`config.mk`:
```
export PLATFORM = sky130hd
export DESIGN_NAME = mem_port_arbiter
export DESIGN_NICKNAME = d
export VERILOG_FILES = /design/src/rtl/mem_port_arbiter_pkg.sv /design/src/rtl/mem_port_arbiter_rr_pick2.sv /design/src/rtl/mem_port_arbiter.sv
export SDC_FILE = /design/constraint.sdc
export NUM_CORES = 1
export LEC_CHECK = 0
export ABC_AREA = 1
export BUFFER_PORTS_ARGS = -buffer_cell sky130_fd_sc_hd__buf_2
export CAP_MARGIN = 25
export CORE_UTILIZATION = 34
export CTS_CLUSTER_SIZE = 10
export DETAILED_ROUTE_END_ITERATION = 10
export GPL_TIMING_DRIVEN = 0
export PLACE_DENSITY = 0.77
export SLEW_MARGIN = 0
export SYNTH_ARGS = -nofsm -noshare
export SYNTH_HDL_FRONTEND = slang
export SYNTH_SLANG_ARGS = --single-unit
```
`constraint.sdc`:
```
create_clock -name CLK -period 1.2 [get_ports CLK]
set_input_delay 0.24 -clock CLK [delete_from_list [all_inputs] [get_ports CLK]]
set_output_delay 0.24 -clock CLK [all_outputs]
set_load 0.005 [all_outputs]
```
`src/rtl/mem_port_arbiter_pkg.sv`:
```
// mem_port_arbiter_pkg
// Shared definitions for the two-requester memory port arbiter:
//   - FSM state encoding (IDLE / ACCESS / DONE)
//   - default memory latency
//   - grant select values used by the address / write-data mux
//   - datapath and latency-counter widths, plus a helper that turns a
//     latency into the terminal count of the ACCESS counter
package mem_port_arbiter_pkg;

  typedef enum logic [1:0] {
    IDLE   = 2'd0,
    ACCESS = 2'd1,
    DONE   = 2'd2
  } state_t;

  localparam int LATENCY_DEFAULT = 2;

  // Grant select values: 0 steers the fetch port, 1 the load/store port.
  localparam logic SEL_FETCH = 1'b0;
  localparam logic SEL_LSU   = 1'b1;

  localparam int DATA_W = 16;
  localparam int CNT_W  = 4;

  // Terminal value of the ACCESS counter: the counter starts at 0 on the
  // first ACCESS cycle, so the last cycle sees latency-1.
  function automatic logic [CNT_W-1:0] last_cnt(input int latency);
    return CNT_W'(latency - 1);
  endfunction

endpackage

```
`src/rtl/mem_port_arbiter_rr_pick2.sv`:
```
// mem_port_arbiter_rr_pick2 (the rr_pick2 chooser)
// Combinational two-way round-robin chooser.
// Ports:
//   ReqA  in  1 : request from side A (fetch)
//   ReqB  in  1 : request from side B (load/store)
//   Last  in  1 : side granted most recently (0 = A, 1 = B)
//   Grant out 1 : at least one request is present
//   Pick  out 1 : side to grant (0 = A, 1 = B); only meaningful with Grant
module mem_port_arbiter_rr_pick2
  import mem_port_arbiter_pkg::*;
(
  input  logic ReqA,
  input  logic ReqB,
  input  logic Last,
  output logic Grant,
  output logic Pick
);

  always_comb begin
    Grant = ReqA | ReqB;
    // On a tie the side that did not win last time goes next; otherwise
    // the lone requester wins (B alone -> 1, A alone or none -> 0).
    if (ReqA && ReqB) begin
      Pick = ~Last;
    end else if (ReqB) begin
      Pick = SEL_LSU;
    end else begin
      Pick = SEL_FETCH;
    end
  end

endmodule

```
`src/rtl/mem_port_arbiter.sv`:
```
// mem_port_arbiter
// Round-robin arbiter for the single 16-bit memory port shared by
// instruction fetch (A) and the load/store unit (B). Grants the port,
// steers address / write data with a registered select, counts a fixed
// memory latency and returns read data with a one-cycle Done pulse.
// Parameters:
//   LATENCY : cycles from MemEn to valid MemRData, 1..15
// Ports:
//   CLK, Reset          : rising-edge clock, synchronous active-high reset
//   ReqA/AddrA/WDataA/WeA : fetch request and operands (held until DoneA)
//   ReqB/AddrB/WDataB/WeB : load/store request and operands (held until DoneB)
//   MemAddr, MemWData   : port address / write data, muxed on Sel
//   MemEn, MemWe        : access strobes, first ACCESS cycle only
//   MemRData            : read data returned by memory
//   Sel                 : registered grant select (0 = A, 1 = B)
//   RData               : registered read data, valid with Done
//   DoneA, DoneB        : one-cycle completion pulses
//   Busy                : high whenever the FSM is not idle
module mem_port_arbiter
  import mem_port_arbiter_pkg::*;
#(
  parameter int LATENCY = LATENCY_DEFAULT
)
(
  input  logic              CLK,
  input  logic              Reset,
  input  logic              ReqA,
  input  logic [DATA_W-1:0] AddrA,
  input  logic [DATA_W-1:0] WDataA,
  input  logic              WeA,
  input  logic              ReqB,
  input  logic [DATA_W-1:0] AddrB,
  input  logic [DATA_W-1:0] WDataB,
  input  logic              WeB,
  output logic [DATA_W-1:0] MemAddr,
  output logic [DATA_W-1:0] MemWData,
  output logic              MemEn,
  output logic              MemWe,
  input  logic [DATA_W-1:0] MemRData,
  output logic              Sel,
  output logic [DATA_W-1:0] RData,
  output logic              DoneA,
  output logic              DoneB,
  output logic              Busy
);

  localparam logic [CNT_W-1:0] CNT_LAST = last_cnt(LATENCY);

  state_t              state_reg;
  state_t              state_next;
  logic                sel_reg;
  logic                last_reg;
  logic                we_reg;
  logic [CNT_W-1:0]    cnt_reg;
  logic [DATA_W-1:0]   rdata_reg;
  logic                grant;
  logic                pick;
  logic                cnt_done;

  mem_port_arbiter_rr_pick2 u_rr_pick2 (
    .ReqA  (ReqA),
    .ReqB  (ReqB),
    .Last  (last_reg),
    .Grant (grant),
    .Pick  (pick)
  );

  assign cnt_done = (cnt_reg == CNT_LAST);

  // State register
  always_ff @(posedge CLK) begin
    if (Reset) begin
      state_reg <= IDLE;
    end else begin
      state_reg <= state_next;
    end
  end

  // Next-state logic
  always_comb begin
    state_next = state_reg;
    case (state_reg)
      IDLE:    if (grant) state_next = ACCESS;
      ACCESS:  if (cnt_done) state_next = DONE;
      DONE:    state_next = IDLE;
      default: state_next = IDLE;
    endcase
  end

  // Grant, latency counter and read-data registers. Sel only moves on the
  // edge leaving IDLE, so it is stable for the whole ACCESS/DONE span.
  always_ff @(posedge CLK) begin
    if (Reset) begin
      sel_reg   <= SEL_FETCH;
      last_reg  <= SEL_LSU;     // makes A win the first tie
      we_reg    <= 1'b0;
      cnt_reg   <= '0;
      rdata_reg <= '0;
    end else begin
      case (state_reg)
        IDLE: begin
          if (grant) begin
            sel_reg  <= pick;
            last_reg <= pick;
            we_reg   <= (pick == SEL_LSU) ? WeB : WeA;
            cnt_reg  <= '0;
          end
        end
        ACCESS: begin
          cnt_reg <= cnt_reg + 1'b1;
          // With LATENCY=1 this fires in the single ACCESS cycle.
          if (cnt_done) rdata_reg <= MemRData;
        end
        default: ;
      endcase
    end
  end

  // Output decode
  always_comb begin
    MemEn = 1'b0;
    MemWe = 1'b0;
    DoneA = 1'b0;
    DoneB = 1'b0;
    Busy  = 1'b0;
    case (state_reg)
      ACCESS: begin
        Busy = 1'b1;
        if (cnt_reg == '0) begin
          MemEn = 1'b1;
          MemWe = we_reg;
        end
      end
      DONE: begin
        Busy  = 1'b1;
        DoneA = (sel_reg == SEL_FETCH);
        DoneB = (sel_reg == SEL_LSU);
      end
      default: ;
    endcase
  end

  // Port muxes are live in every state; memory only acts on MemEn.
  assign MemAddr  = (sel_reg == SEL_LSU) ? AddrB  : AddrA;
  assign MemWData = (sel_reg == SEL_LSU) ? WDataB : WDataA;
  assign Sel      = sel_reg;
  assign RData    = rdata_reg;

endmodule

```
# After elaboration in Yosys (flattened, before gate mapping)
# Cells that the tools add are included.
[totals]
register_bits = 25
out_inout_bits = 54
[classes]
add_sub_neg = 1
eq_ne = 5
n_mux = 17
n_bitwise = 3
reduce_logical = 9
[op_table]
columns = ["operator", "count"]
rows = [
  ["two-way mux 16 bit", 2],
  ["two-way mux 1 bit", 10],
  ["case mux 4 bit (2 select lines)", 1],
  ["AND reduction 2 bit", 4],
  ["adder 4 x 1 -> 4 bit, second input constant", 1],
  ["equality test 4 x 1 -> 1 bit, second input constant", 1],
  ["logical NOT 4 bit", 1],
  ["two-way mux 2 bit", 2],
  ["two-way mux 4 bit", 1],
  ["inequality test 2 bit, second input constant", 2],
  ["case mux 2 bit (2 select lines)", 1],
  ["equality test 2 x 1 -> 1 bit, second input constant", 1],
  ["equality test 2 bit, second input constant", 1],
  ["logical NOT 2 bit", 1],
  ["NOT 1 bit", 2],
  ["nonzero test 2 bit", 1],
  ["OR reduction 2 bit", 1],
  ["logical AND 1 bit", 1],
  ["bitwise OR 1 bit", 1],
]

# Logic depth before layout (Yosys ltp)
# Gate-level depths: netlist (run 1).
[depth]
ltp_word = 3
ltp_mapped = 8

# Hierarchy
# From an unflattened synthesis (run 1), not the netlist that was laid out.
[hier_totals]
hier_cells = 180
hier_area_um2 = 1552.7
[modules_own_cells]
columns = ["module", "instances", "cells_per_inst", "area_each_um2", "seq_area_each_um2"]
rows = [
  ["mem_port_arbiter", 1, 177, 1537.7, 500.5],
  ["mem_port_arbiter_rr_pick2", 1, 3, 15.0, 0.0],
]

# Worst setup path before layout (run 1)
# Ideal clock, no wire load.
[synth_timing]
path_kind = "register to output"
start = "register sel_reg (netlist: Sel)"
end = "output port MemAddr[0]"
arrival_ps = 1065
required_time_ps = 960
setup_slack_ps = -105
stages_incl_launch_ff = 4
path_cell_list = "dfxtp_1 buf_2 buf_2 mux2_2"
[synth_via]
elab_chain_len = 1
[synth_lines]
columns = ["element", "line_no", "text"]
rows = [
  ["start: declaration", "mem_port_arbiter.sv:51", "logic sel_reg;"],
  ["start signal: assignment", "mem_port_arbiter.sv:103", "sel_reg <= pick;"],
  ["two-way mux 16 bit", "mem_port_arbiter.sv:144", "assign MemAddr = (sel_reg == SEL_LSU) ? AddrB : AddrA;"],
  ["end: declaration", "mem_port_arbiter.sv:35", "output logic [DATA_W-1:0] MemAddr,"],
]
# Every way passes these cells.

# Worst setup path after layout (run 1)
[layout_timing]
start = "register sel_reg (netlist: Sel)"
end = "output port MemWData[6]"
[layout_via]
elab_chain_len = 1
[layout_lines]
columns = ["element", "line_no", "text"]
rows = [
  ["two-way mux 16 bit", "mem_port_arbiter.sv:145", "assign MemWData = (sel_reg == SEL_LSU) ? WDataB : WDataA;"],
  ["end: declaration", "mem_port_arbiter.sv:36", "output logic [DATA_W-1:0] MemWData,"],
]
# Every way passes these cells.

==> summary.txt, run 1 <==
Routing
  • Post-DRT Antenna Nets: 0
  • Via count: 1,995
  • Wirelength per Cell: around 16 µm
  • Pre-antenna DRT Iters: 4
  • Number of vias per cell: 4.938
  • Post-detailed-route DRC marker count: 0
  • Overall routed net length: 6.331 mm
  • Number of DRC violations after detailed-routing iteration 0: 56

Place
  • Quantity of I/O buffers inserted on ports: 139
  • Final weighted congestion in routability-driven placement: about 0.83
  • Estimated wirelength of the detail-placed design: between 3 and 4 mm

Floorplan
  • Number of top-level pins: 140
  • Standard-cell rows: 24
  • DIE AREA: approximately 4900 µm²
  • Starting density of the core: 0.3570
  • Core region area: 4384 µm²
  • Floorplan die width: roughly 70 µm
  • Vertical die dimension: about 70 µm

Clock tree
  • Buffer levels on the longest clock path: 2
  • CTS tree: done
  • H-tree depth reported by CTS: 1
  • Clock latency of the later-clocked register in the worst-skew pair: 0.27 ns
  • Num Clock Sinks: 25
  • Register clock-pin slew on the reported worst setup and hold paths: 0.10 ns
  • TritonCTS buffer count: 3
  • Hold-fix buffer count after cts: 0
  • Buffer type at the clock tree root: sky130_fd_sc_hd__clkbuf_8

Critical path
  • Sort of element at the start of the critical path: flip-flop
  • Critical path fanouts, max: 9
  • Critical Path Sink Type: primary output
  • Worst Path Required: about 0.96 ns
  • Type of the worst setup path: flip-flop to primary output
  • Arrival time of data at the critical path endpoint: around 1.4 ns

STA
  • Setup skew after layout: approximately 0.017 ns
  • Setup ws final: -0.4149 ns
  • Max-slew violation count: 0
  • Transition time at the pin with the least slew margin: between 0.6 and 0.7 ns
  • Finish-stage setup viols: 59
  • Count of final hold-check violations: 0
  • Worst slew margin relative to its limit: 0.5447
  • Maximum achievable frequency: 0.6192 GHz
  • Share of the clock period used by the worst path: 1.346
  • RSZ-0062 raised after global routing: true
  • Post-layout min period: 1.615 ns

Flow run
  • Total of max-cap violations: 0

Yosys
  • Synth area leaders: sky130_fd_sc_hd__dfxtp_1 32%, sky130_fd_sc_hd__mux2_2 23%, sky130_fd_sc_hd__nand2_1 11%
  • Synth unique cells: 20
  • Syn nets: 280
  • Yosys top cell area share: 0.3197
  • Post-Syn Area: around 1600 µm²
  • Most frequently used flop master after synthesis: sky130_fd_sc_hd__dfxtp_1
  • Number of enable flip-flop cells after synthesis: 0
  • Sequential cell area fraction in the yosys report: 0.3197
  • Gate count of the mapped netlist: 188
  • Share of async-settable or async-resettable flops after synthesis: 0
  • Count of synthesis-stage warnings from yosys: 0
  • Synth area leader: sky130_fd_sc_hd__dfxtp_1
  • Most instantiated cells after synthesis: 45 x sky130_fd_sc_hd__nand2_1, 32 x sky130_fd_sc_hd__mux2_2, 25 x sky130_fd_sc_hd__dfxtp_1
  • Mean instance size in the synthesized netlist: between 8 and 9 µm²
  • Leading cell type by number of instances after synthesis: sky130_fd_sc_hd__nand2_1
  • FF+latch count, synth: 25

Layout
  • Utilization after layout: 0.7149
  • Flip-flop count of the largest register, all copies and words added: 16
  • Layout area overhead: 100.2%
  • Count of antenna diodes in the layout: 0
  • Total number of nets in the final design: approximately 450
  • Layout filler cell count: about 300
  • Fraction of layout instances using a drive strength above 1: 0.7955

Run status
  • Violations in the final reports: setup timing
  • Result of the run: finished, violations left

Global route
  • Wire length of the first global-routing pass: ~8.4 mm
  • Number of antenna violations at the first check in global routing: 0
  • Overflow after GRT: 0
  • Gr usage total: 0.2109
  • Number of global-route vias before repair: 1,831
  • Pin count of the biggest net entering global routing: 14

Power and ir drop
  • Worst IR Drop VDD: ~1200 µV
  • Leakage dissipation: 1.581 nW
  • Power density over the cells: between 800 and 900 nW/µm²
  • Final Total Pwr: 2.601 mW

Worst hold path
  • Class of the tightest hold or removal check: input port to flip-flop
-- worst max-delay path: stages, from the launching register on --
cell and delay [ns]:
sky130_fd_sc_hd__dfxtp_2 0.35, sky130_fd_sc_hd__buf_6 0.14, sky130_fd_sc_hd__buf_8 0.16, sky130_fd_sc_hd__mux2_2 0.33
sky130_fd_sc_hd__buf_2 0.13
-- layout by cell type, fill, tap and decap left out, types with 2 or more instances in the layout --
| master | count |
|---|---|
| sky130_fd_sc_hd__nand3_4 | 3 |
| sky130_fd_sc_hd__inv_1 | 8 |
| sky130_fd_sc_hd__dfxtp_1 | 18 |
| sky130_fd_sc_hd__ha_4 | 4 |
| sky130_fd_sc_hd__nor2_1 | 5 |
| sky130_fd_sc_hd__nor2_2 | 2 |
| sky130_fd_sc_hd__buf_8 | 3 |
| sky130_fd_sc_hd__inv_4 | 5 |
| sky130_fd_sc_hd__clkbuf_8 | 3 |
| sky130_fd_sc_hd__mux2_2 | 10 |
| sky130_fd_sc_hd__buf_2 | 118 |
| sky130_fd_sc_hd__dfxtp_2 | 5 |
| sky130_fd_sc_hd__nand2_4 | 18 |
| sky130_fd_sc_hd__dfxtp_4 | 2 |
| sky130_fd_sc_hd__inv_2 | 4 |
| sky130_fd_sc_hd__nand2_1 | 25 |
| sky130_fd_sc_hd__o21ai_1 | 2 |
| sky130_fd_sc_hd__a21oi_1 | 4 |
| sky130_fd_sc_hd__buf_1 | 2 |
| sky130_fd_sc_hd__mux2_4 | 22 |
| sky130_fd_sc_hd__buf_4 | 13 |
| sky130_fd_sc_hd__a21oi_2 | 18 |
| sky130_fd_sc_hd__buf_12 | 4 |
| sky130_fd_sc_hd__nand3_1 | 4 |
| sky130_fd_sc_hd__buf_6 | 28 |
| sky130_fd_sc_hd__nand2_2 | 12 |
-- metal layers --
layer	vias up	global-route usage	routed length (µm)
met1	923	0.2372	2297
met2	110	0.4092	3477
met4	0	0.06444	163
met5	-	0	0
met3	18	0.02309	392
li1	944	-	-
-- power breakdown --
| part | leakage, nW | internal (mW) | switching [mW] |
|---|---|---|---|
| sequential | 0.206 | 0.871 | 0.0389 |
| clock | 0.0228 | 0.237 | 0.268 |
| combinational | 1.35 | 0.669 | 0.517 |
-- area by class of cell --
class | instances | area (µm²) | share of cell area
tap | 52 | 65.06 | 0.02076
inverter | 18 | 85.08 | 0.02715
timing repair buffer | 161 | 1047 | 0.3341
multi-input combinational | 137 | 1289 | 0.4112
clock buffer | 4 | 45.04 | 0.01437
buffer | 7 | 88.84 | 0.02834
sequential | 25 | 514.2 | 0.1641
-- logic make-up after synthesis --
family                   share of synthesized area
AO/OA/AOI/OAI                               0.1039
adder cells (fa/ha/maj)                    0.04796
buffers and inverters                      0.07994
flip-flops                                  0.3197
multiplexers                                0.2302
AND/OR/NAND/NOR                             0.2182
-- timing repair --
action | in CTS | in global routing
pin swaps | 10 | 20
endpoints found under the setup margin | 55 | 60
endpoints found under the hold margin | 0 | 0
setup buffers | 21 | 2
resized for setup | 70 | 78
cloned | 1 | 0
-- final timing paths --
path,cells past startpoint,end,slack (ns),from
hold / removal,2,RData[9]$_SDFFE_PP0P_,0.16,Reset
hold reg to reg,2,RData[3]$_SDFFE_PP0P_,0.47,RData[3]$_SDFFE_PP0P_
setup / recovery,4,MemWData[6],-0.41,Sel$_SDFFE_PP0P_
setup reg to reg,9,RData[14]$_SDFFE_PP0P_,-0.22,state_reg[1]$_SDFFE_PP0P_
-- through the flow --
stage | setup WS, ns | TNS (ns) | hold slack (ns) | area, µm² | instances
after floorplan | -0.002488 | -0.04976 | 0.3091 | 1594 | 188
after global placement | -0.1506 | -4.759 | 0.4432 | 2355 | 379
after detailed placement | -0.1686 | -5.487 | 0.4519 | 2355 | 379
after CTS | -0.4040 | -14.32 | 0.1652 | 2872 | 405
after global routing | -0.4555 | -18.37 | 0.1717 | 3134 | 404
final | -0.4149 | -15.95 | 0.1584 | 3134 | 404
Note: power is estimated with default switching activity, not from simulation.
==> run 2: changes to the inputs <==
- SETUP_SLACK_MARGIN: unset -> 0.1
==> run 2 against run 1 <==
The run still ends with setup timing left; critical path depth stayed put; maximum frequency increased by 1.1%; clock-buffer cell count down 1; via count shrank 0.90%; setup slack gained 0.018 ns; combinational power rose by 14%; final cell count is 0.99% higher; non-clock buffer count up 4; sequential share of layout area down 1.3 points; sequential power is essentially flat; critical path type unchanged; largest cell class unchanged.
==> summary.txt, run 2 (synthesized netlist as in run 1, its figures left out) <==
STA
  • Count of final hold-check violations: 0 (unchanged)
  • Setup ws final: -0.3967 ns (was -0.4149 ns)
  • RSZ-0062 raised after global routing: true (unchanged)
  • Finish-stage setup viols: 59 (unchanged)
  • Transition time at the pin with the least slew margin: 0.7121 ns (was 0.6830 ns)
  • Max-slew violation count: 0 (unchanged)
  • Worst slew margin relative to its limit: 0.5253 (was 0.5447)
  • Worst hold margin: 0.1698 ns (was 0.1584 ns)
  • Setup skew after layout: 0.008387 ns (was 0.01671 ns)
  • Post-layout min period: 1.597 ns (was 1.615 ns)
  • Maximum achievable frequency: 0.6263 GHz (was 0.6192 GHz)
  • Share of the clock period used by the worst path: 1.331 (was 1.346)

Global route
  • Wire length of the first global-routing pass: 9.321 mm (was 8.418 mm)
  • Most Used Layer, Global Route: met2 (unchanged)
  • Global-route track usage on met2: 0.4263 (was 0.4092)
  • Overflow after GRT: 0 (unchanged)
  • GRT met3 Usage: 0.05339 (was 0.02309)
  • Number of antenna violations at the first check in global routing: 0 (unchanged)
  • Gr usage total: 0.2354 (was 0.2109)
  • Pin count of the biggest net entering global routing: 16 (was 14)
  • Number of global-route vias before repair: 1,983 (was 1,831)
  • Global-route met1 utilization: 0.2748 (was 0.2372)

Routing
  • Wirelength per Cell: 16.22 µm (was 15.67 µm)
  • Number of DRC violations after detailed-routing iteration 0: 77 (was 56)
  • Number of vias per cell: 4.846 (was 4.938)
  • Overall routed net length: 6.617 mm (was 6.331 mm)
  • Pre-antenna DRT Iters: 4 (unchanged)
  • Via count: 1,977 (was 1,995)
  • Post-DRT Antenna Nets: 0 (unchanged)
  • Post-detailed-route DRC marker count: 0 (unchanged)

Power and ir drop
  • Worst IR Drop VDD: 725.4 µV (was 1222 µV)
  • Power dissipated by switching net loads: 0.8819 mW (was 0.8237 mW)
  • Fraction of power consumed by the clock network: 0.187 (was 0.194)
  • Sequential group share of total power: 0.325 (was 0.350)
  • Leakage dissipation: 1.707 nW (was 1.581 nW)
  • Power density over the cells: 820.8 nW/µm² (was 829.8 nW/µm²)
  • Final Total Pwr: 2.787 mW (was 2.601 mW)
  • Combinational group share of total power: 0.487 (was 0.456)
  • Pint: 1.905 mW (was 1.777 mW)
  • Switching fraction of total power: 0.3164 (was 0.3167)

Floorplan
  • Standard-cell rows: 24 (unchanged)
  • DIE AREA: 4879 µm² (unchanged)
  • Floorplan die width: 69.85 µm (unchanged)
  • Vertical die dimension: 69.85 µm (unchanged)
  • Number of top-level pins: 140 (unchanged)
  • Starting density of the core: 0.3570 (unchanged)
  • Core region area: 4384 µm² (unchanged)

Clock tree
  • TritonCTS buffer count: 3 (unchanged)
  • H-tree depth reported by CTS: 1 (unchanged)
  • Buffer levels on the longest clock path: 2 (unchanged)
  • Clock latency of the later-clocked register in the worst-skew pair: 0.28 ns (was 0.27 ns)
  • Num Clock Sinks: 25 (unchanged)
  • CTS tree: done (unchanged)
  • Register clock-pin slew on the reported worst setup and hold paths: 0.09 ns (was 0.10 ns)
  • Buffer type at the clock tree root: sky130_fd_sc_hd__clkbuf_8 (unchanged)

Layout
  • Flip-flop count of the largest register, all copies and words added: 16 (unchanged)
  • Highest-count cells in the layout ignoring fill and taps: 108 x sky130_fd_sc_hd__buf_2, 41 x sky130_fd_sc_hd__buf_6, 31 x sky130_fd_sc_hd__mux2_4 (was 118 x sky130_fd_sc_hd__buf_2, 28 x sky130_fd_sc_hd__buf_6, 25 x sky130_fd_sc_hd__nand2_1)
  • Count of antenna diodes in the layout: 0 (unchanged)
  • Fraction of layout instances using a drive strength above 1: 0.8062 (was 0.7955)
  • Total number of nets in the final design: 449 (was 445)
  • Most common cell after layout, fill and taps aside: sky130_fd_sc_hd__buf_2 (unchanged)
  • Layout area overhead: 116.9% (was 100.2%)
  • Final instance area: 3396 µm² (was 3134 µm²)

Place
  • Estimated wirelength of the detail-placed design: 3.906 mm (was 3.727 mm)
  • Worst setup timing slack at the placement stage: -0.1103 ns (was -0.1686 ns)
  • Dpl cell area: 2561 µm² (was 2355 µm²)
  • Quantity of I/O buffers inserted on ports: 139 (unchanged)
  • Final weighted congestion in routability-driven placement: 0.7844 (was 0.8287)

Critical path
  • R2R setup slack: -0.11 ns (was -0.22 ns)
  • Critical Path Sink Type: primary output (unchanged)
  • Type of the worst setup path: flip-flop to primary output (unchanged)
  • Startpoint of the lowest-slack register-to-register path: cnt_reg[1]$_SDFFE_PP0P_ (was state_reg[1]$_SDFFE_PP0P_)
  • Worst Path Required: 0.96 ns (about the same)
  • End of the worst register-to-register path: RData[5]$_SDFFE_PP0P_ (was RData[14]$_SDFFE_PP0P_)
  • Arrival time of data at the critical path endpoint: 1.36 ns (was 1.37 ns)
  • Sort of element at the start of the critical path: flip-flop (unchanged)
  • R2r worst-path depth: 8 (was 9)
  • Critical path fanouts, max: 8 (was 9)

Worst hold path
  • Class of the tightest hold or removal check: input port to flip-flop (unchanged)
  • Worst Hold Launch: Reset (unchanged)
  • Worst hold path endpoint: RData[9]$_SDFFE_PP0P_ (unchanged)
  • Hold-critical path depth: 2 (unchanged)

Run status
  • Result of the run: finished, violations left (unchanged)
  • Violations in the final reports: setup timing (unchanged)

Flow run
  • Total of max-cap violations: 0 (unchanged)
-- run 2: layout make-up --
type / count / area, µm²
Buffer: 8 / 122.6
Clock buffer: 3 / 41.29
Clock inverter: 1 / 7.507
Fill cell: 258 / 988.4
Inverter: 18 / 87.58
Multi-Input combinational cell: 137 / 1369
Sequential cell: 25 / 513.0
Tap cell: 52 / 65.06
Timing Repair Buffer: 164 / 1190
-- run 2: worst max path at each step --
stage                startpoint           to  slack [ns]  cells past startpoint
2_1_floorplan  Sel$_SDFFE_PP0P_   MemAddr[0]        0.05                      3
3_3_place_gp   Sel$_SDFFE_PP0P_   MemAddr[9]        -0.1                      4
3_5_place_dp   Sel$_SDFFE_PP0P_  MemAddr[12]       -0.11                      4
4_1_cts        Sel$_SDFFE_PP0P_  MemAddr[12]       -0.38                      4
5_1_grt        Sel$_SDFFE_PP0P_  MemWData[3]       -0.43                      4
6_report       Sel$_SDFFE_PP0P_  MemWData[3]       -0.40                      4
-- run 2: routing by layer --
| metal | routed length [µm] | vias up |
|---|---|---|
| met3 | 432 | 22 |
| met2 | 3533 | 93 |
| met4 | 220 | 0 |
| met1 | 2432 | 908 |
| met5 | 0 | - |
| li1 | - | 954 |
-- run 2: timing repair --
action                                 CTS  global route
endpoints found under the hold margin    0             0
resized for setup                       82            49
hold buffers                             0             0
setup endpoints to repair               60            60
pin swaps                               15            22
gates cloned                             2             2
buffers inserted                        16             6
-- run 2: metrics by stage --
step	utilization	TNS [ns]	cells
after floorplan	-	0	188
after global placement	0.5842	-2.937	379
after detailed placement	0.5842	-3.246	379
after CTS	0.7106	-13.41	401
after global routing	0.7745	-16.83	408
final	0.7745	-14.45	408
-- run 2: critical path: stages, from the launching register on --
cell and delay [ns]:
sky130_fd_sc_hd__dfxtp_2 0.36, sky130_fd_sc_hd__buf_12 0.15, sky130_fd_sc_hd__clkbuf_16 0.16, sky130_fd_sc_hd__mux2_4 0.31, sky130_fd_sc_hd__buf_6 0.12
-- run 2: power groups by stage --
stage	logic [mW]	registers, mW	clock network, mW
floorplan	0.512	0.916	0
global placement	0.834	0.917	0
detailed placement	0.852	0.918	0
CTS	1.17	0.900	0.527
global route	1.43	0.912	0.555
finish	1.36	0.907	0.522
==> run 3: changes to the inputs <==
- ABC_AREA: 1 -> unset
- CORE_MARGIN: unset -> 4
- CORE_UTILIZATION: 34 -> 33
- PLACE_DENSITY: 0.77 -> 0.76
==> run 3 against run 2 <==
Flip-flop and latch count unchanged; the run still ends with setup timing left; cell area down 2.1%; critical path type unchanged; synthesized cell count fell by 6.9%; first-iteration DRC count is 51% lower; setup slack got worse by 0.021 ns; non-clock buffer count increased by 4; clock skew is 0.0030 ns lower; maximum frequency is 1.3% lower.
==> summary.txt, run 3 <==
Flow run
  • Total of max-cap violations: 0 (unchanged)

Routing
  • Top metal layer carrying routed signals: met4 (unchanged)
  • Overall routed net length: 6.572 mm (was 6.617 mm)
  • Post-DRT Antenna Nets: 0 (unchanged)
  • Met2 wirelength from detailed routing: 3.617 mm (was 3.533 mm)
  • Pre-antenna DRT Iters: 4 (unchanged)
  • Post-detailed-route DRC marker count: 0 (unchanged)
  • Met1 Wirelength: 2.262 mm (was 2.432 mm)
  • Met3 routed wirelength: 536 µm (was 432 µm)
  • Number of DRC violations after detailed-routing iteration 0: 38 (was 77)
  • Number of vias per cell: 5.025 (was 4.846)
  • Via count: 1,980 (was 1,977)
  • Wirelength per Cell: 16.68 µm (was 16.22 µm)

Yosys
  • Synth area leader: sky130_fd_sc_hd__dfxtp_1 (unchanged)
  • Sequential cell area fraction in the yosys report: 0.3306 (was 0.3197)
  • Gate count of the mapped netlist: 175 (was 188)
  • Mean instance size in the synthesized netlist: 8.651 µm² (was 8.326 µm²)
  • Most frequently used flop master after synthesis: sky130_fd_sc_hd__dfxtp_1 (unchanged)
  • Syn nets: 267 (was 280)
  • Yosys top cell area share: 0.3306 (was 0.3197)
  • Most instantiated cells after synthesis: 38 x sky130_fd_sc_hd__nand2_1, 32 x sky130_fd_sc_hd__mux2_2, 25 x sky130_fd_sc_hd__dfxtp_1 (was 45 x sky130_fd_sc_hd__nand2_1, 32 x sky130_fd_sc_hd__mux2_2, 25 x sky130_fd_sc_hd__dfxtp_1)
  • Synth area leaders: sky130_fd_sc_hd__dfxtp_1 33%, sky130_fd_sc_hd__mux2_2 24%, sky130_fd_sc_hd__nand2_1 9.4% (was sky130_fd_sc_hd__dfxtp_1 32%, sky130_fd_sc_hd__mux2_2 23%, sky130_fd_sc_hd__nand2_1 11%)
  • Leading cell type by number of instances after synthesis: sky130_fd_sc_hd__nand2_1 (unchanged)
  • FF+latch count, synth: 25 (unchanged)
  • Share of async-settable or async-resettable flops after synthesis: 0 (unchanged)
  • Synth unique cells: 32 (was 20)
  • Post-Syn Area: 1514 µm² (was 1565 µm²)
  • Number of enable flip-flop cells after synthesis: 0 (unchanged)
  • Count of synthesis-stage warnings from yosys: 0 (unchanged)

Clock tree
  • H-tree depth reported by CTS: 1 (unchanged)
  • TritonCTS buffer count: 3 (unchanged)
  • Clock latency of the later-clocked register in the worst-skew pair: 0.28 ns (about the same)
  • Buffer levels on the longest clock path: 2 (unchanged)
  • CTS tree: done (unchanged)
  • Register clock-pin slew on the reported worst setup and hold paths: 0.10 ns (was 0.09 ns)
  • Num Clock Sinks: 25 (unchanged)
  • Buffer type at the clock tree root: sky130_fd_sc_hd__clkbuf_8 (unchanged)

Global route
  • Gr usage total: 0.1899 (was 0.2354)
  • Number of antenna violations at the first check in global routing: 0 (unchanged)
  • Overflow after GRT: 0 (unchanged)
  • Number of global-route vias before repair: 1,806 (was 1,983)
  • Pin count of the biggest net entering global routing: 16 (unchanged)
  • Wire length of the first global-routing pass: 8.342 mm (was 9.321 mm)

Place
  • Final weighted congestion in routability-driven placement: 0.7694 (was 0.7844)
  • Number of placed cells counting well taps: 365 (was 379)
  • Quantity of I/O buffers inserted on ports: 138 (was 139)
  • Estimated wirelength of the detail-placed design: 4.304 mm (was 3.906 mm)
  • Worst setup timing slack at the placement stage: -0.3428 ns (was -0.1103 ns)

Critical path
  • Sort of element at the start of the critical path: flip-flop (unchanged)
  • Critical path fanouts, max: 6 (was 8)
  • R2r worst-path depth: 5 (was 8)
  • Type of the worst setup path: flip-flop to primary output (unchanged)
  • Worst Path Required: 0.96 ns (about the same)
  • Arrival time of data at the critical path endpoint: 1.38 ns (was 1.36 ns)
  • Critical Path Sink Type: primary output (unchanged)

STA
  • Finish-stage setup viols: 59 (unchanged)
  • Maximum achievable frequency: 0.6183 GHz (was 0.6263 GHz)
  • Setup ws final: -0.4174 ns (was -0.3967 ns)
  • Worst slew margin relative to its limit: 0.5938 (was 0.5253)
  • Count of final hold-check violations: 0 (unchanged)
  • RSZ-0062 raised after global routing: true (unchanged)
  • Share of the clock period used by the worst path: 1.348 (was 1.331)
  • Max-slew violation count: 0 (unchanged)
  • Post-layout min period: 1.617 ns (was 1.597 ns)
  • Transition time at the pin with the least slew margin: 0.6094 ns (was 0.7121 ns)
  • Setup skew after layout: 0.005420 ns (was 0.008387 ns)

Floorplan
  • Standard-cell rows: 24 (unchanged)
  • Vertical die dimension: 75.73 µm (was 69.85 µm)
  • DIE AREA: 5735 µm² (was 4879 µm²)
  • Core region area: 4384 µm² (unchanged)
  • Starting density of the core: 0.3453 (was 0.3570)
  • Floorplan die width: 75.73 µm (was 69.85 µm)
  • Number of top-level pins: 140 (unchanged)

Layout
  • Layout area overhead: 119.6% (was 116.9%)
  • Post-route insts no fill: 394 (was 408)
  • Fraction of layout instances using a drive strength above 1: 0.7895 (was 0.8062)
  • Highest-count cells in the layout ignoring fill and taps: 104 x sky130_fd_sc_hd__buf_2, 47 x sky130_fd_sc_hd__buf_6, 31 x sky130_fd_sc_hd__mux2_4 (was 108 x sky130_fd_sc_hd__buf_2, 41 x sky130_fd_sc_hd__buf_6, 31 x sky130_fd_sc_hd__mux2_4)
  • Layout filler cell count: 278 (was 258)
  • Total number of nets in the final design: 435 (was 449)
  • Flip-flop count of the largest register, all copies and words added: 16 (unchanged)
  • Most common cell after layout, fill and taps aside: sky130_fd_sc_hd__buf_2 (unchanged)
  • Count of antenna diodes in the layout: 0 (unchanged)

Run status
  • Result of the run: finished, violations left (unchanged)
  • Violations in the final reports: setup timing (unchanged)

Power and ir drop
  • Leakage dissipation: 1.592 nW (was 1.707 nW)
  • Worst IR Drop VDD: 758.8 µV (was 725.4 µV)
  • Power density over the cells: 913.2 nW/µm² (was 820.8 nW/µm²)

Worst hold path
  • Hold-critical path depth: 3 (was 2)
  • Class of the tightest hold or removal check: input port to flip-flop (unchanged)
## run 3: cell types whose count changed after synthesis, sizes merged, moves of 2 or more
cell / change
nand3: -3
a31oi: +3
nor2b: +2
inv: -12
or3b: +2
clkbuf: +6
o21ai: +2
a21oi: -3
nor2: -5
nand2: -17
## run 3: layout make-up
class                      instances  area [µm²]  share of cell area
sequential                        25       511.7              0.1539
tap                               52       65.06             0.01957
timing repair buffer             164        1206              0.3628
clock buffer                       3       41.29             0.01242
inverter                           6       27.53            0.008280
clock inverter                     1       7.507            0.002258
multi-input combinational        131        1318              0.3963
buffer                            12       147.6             0.04441
## run 3: final timing paths
path / start / to / slack [ns]
max reg2reg: state_reg[0]$_SDFFE_PP0P_ / cnt_reg[3]$_SDFFE_PP0P_ / -0.28
min: MemRData[3] / RData[3]$_SDFFE_PP0P_ / 0.19
min reg2reg: RData[3]$_SDFFE_PP0P_ / RData[3]$_SDFFE_PP0P_ / 0.46
max: Sel$_SDFFE_PP0P_ / MemAddr[12] / -0.42
## run 3: repair_timing
| action | in CTS | in global routing |
|---|---|---|
| cloned | 2 | 3 |
| buffers inserted | 13 | 8 |
| pin swaps | 9 | 31 |
| hold endpoints to repair | 0 | 0 |
| resized for setup | 67 | 61 |
| hold buffers | 0 | 0 |
| endpoints found under the setup margin | 60 | 62 |
## run 3: per-layer routing
layer  vias to the layer above  GRT usage
li1                        945          -
met1                       939     0.1941
met2                        80     0.3739
met3                        16    0.03562
met4                         0    0.07379
met5                         -          0
## run 3: cells by family after synthesis
| logic type | after synthesis | share of synthesized area |
|---|---|---|
| flip-flops | 25 | 0.3306 |
| AND/OR/NAND/NOR | 60 | 0.1975 |
| multiplexers | 32 | 0.2380 |
| AO/OA/AOI/OAI | 33 | 0.1265 |
| adder cells (fa/ha/maj) | 6 | 0.04959 |
| buffers and inverters | 19 | 0.05785 |
## run 3: worst max-delay path, stage by stage (launching register included)
cell and delay (ns):
sky130_fd_sc_hd__dfxtp_2 0.38, sky130_fd_sc_hd__clkbuf_16 0.17, sky130_fd_sc_hd__clkbuf_16 0.14, sky130_fd_sc_hd__mux2_4 0.30, sky130_fd_sc_hd__buf_6 0.12
## run 3: report_power, final
| part | switching, mW | internal (mW) | leakage, nW |
|---|---|---|---|
| Sequential | 0.0431 | 0.881 | 0.205 |
| Combinational | 0.583 | 0.988 | 1.37 |
| Clock | 0.304 | 0.236 | 0.0217 |
## run 3: stage by stage
stage | hold WS, ns | cell area [µm²] | setup TNS [ns] | total power, mW | utilization
6_report | 0.1892 | 3324 | -18.29 | 3.036 | 0.7583
5_1_grt | 0.1763 | 3324 | -21.32 | 3.179 | 0.7583
4_1_cts | 0.1856 | 2979 | -17.33 | 2.752 | 0.6795
3_5_place_dp | 0.4480 | 2480 | -8.360 | 1.874 | 0.5656
3_3_place_gp | 0.4403 | 2480 | -7.206 | 1.856 | 0.5656
2_1_floorplan | 0.3760 | 1724 | -1.490 | 1.511 | -
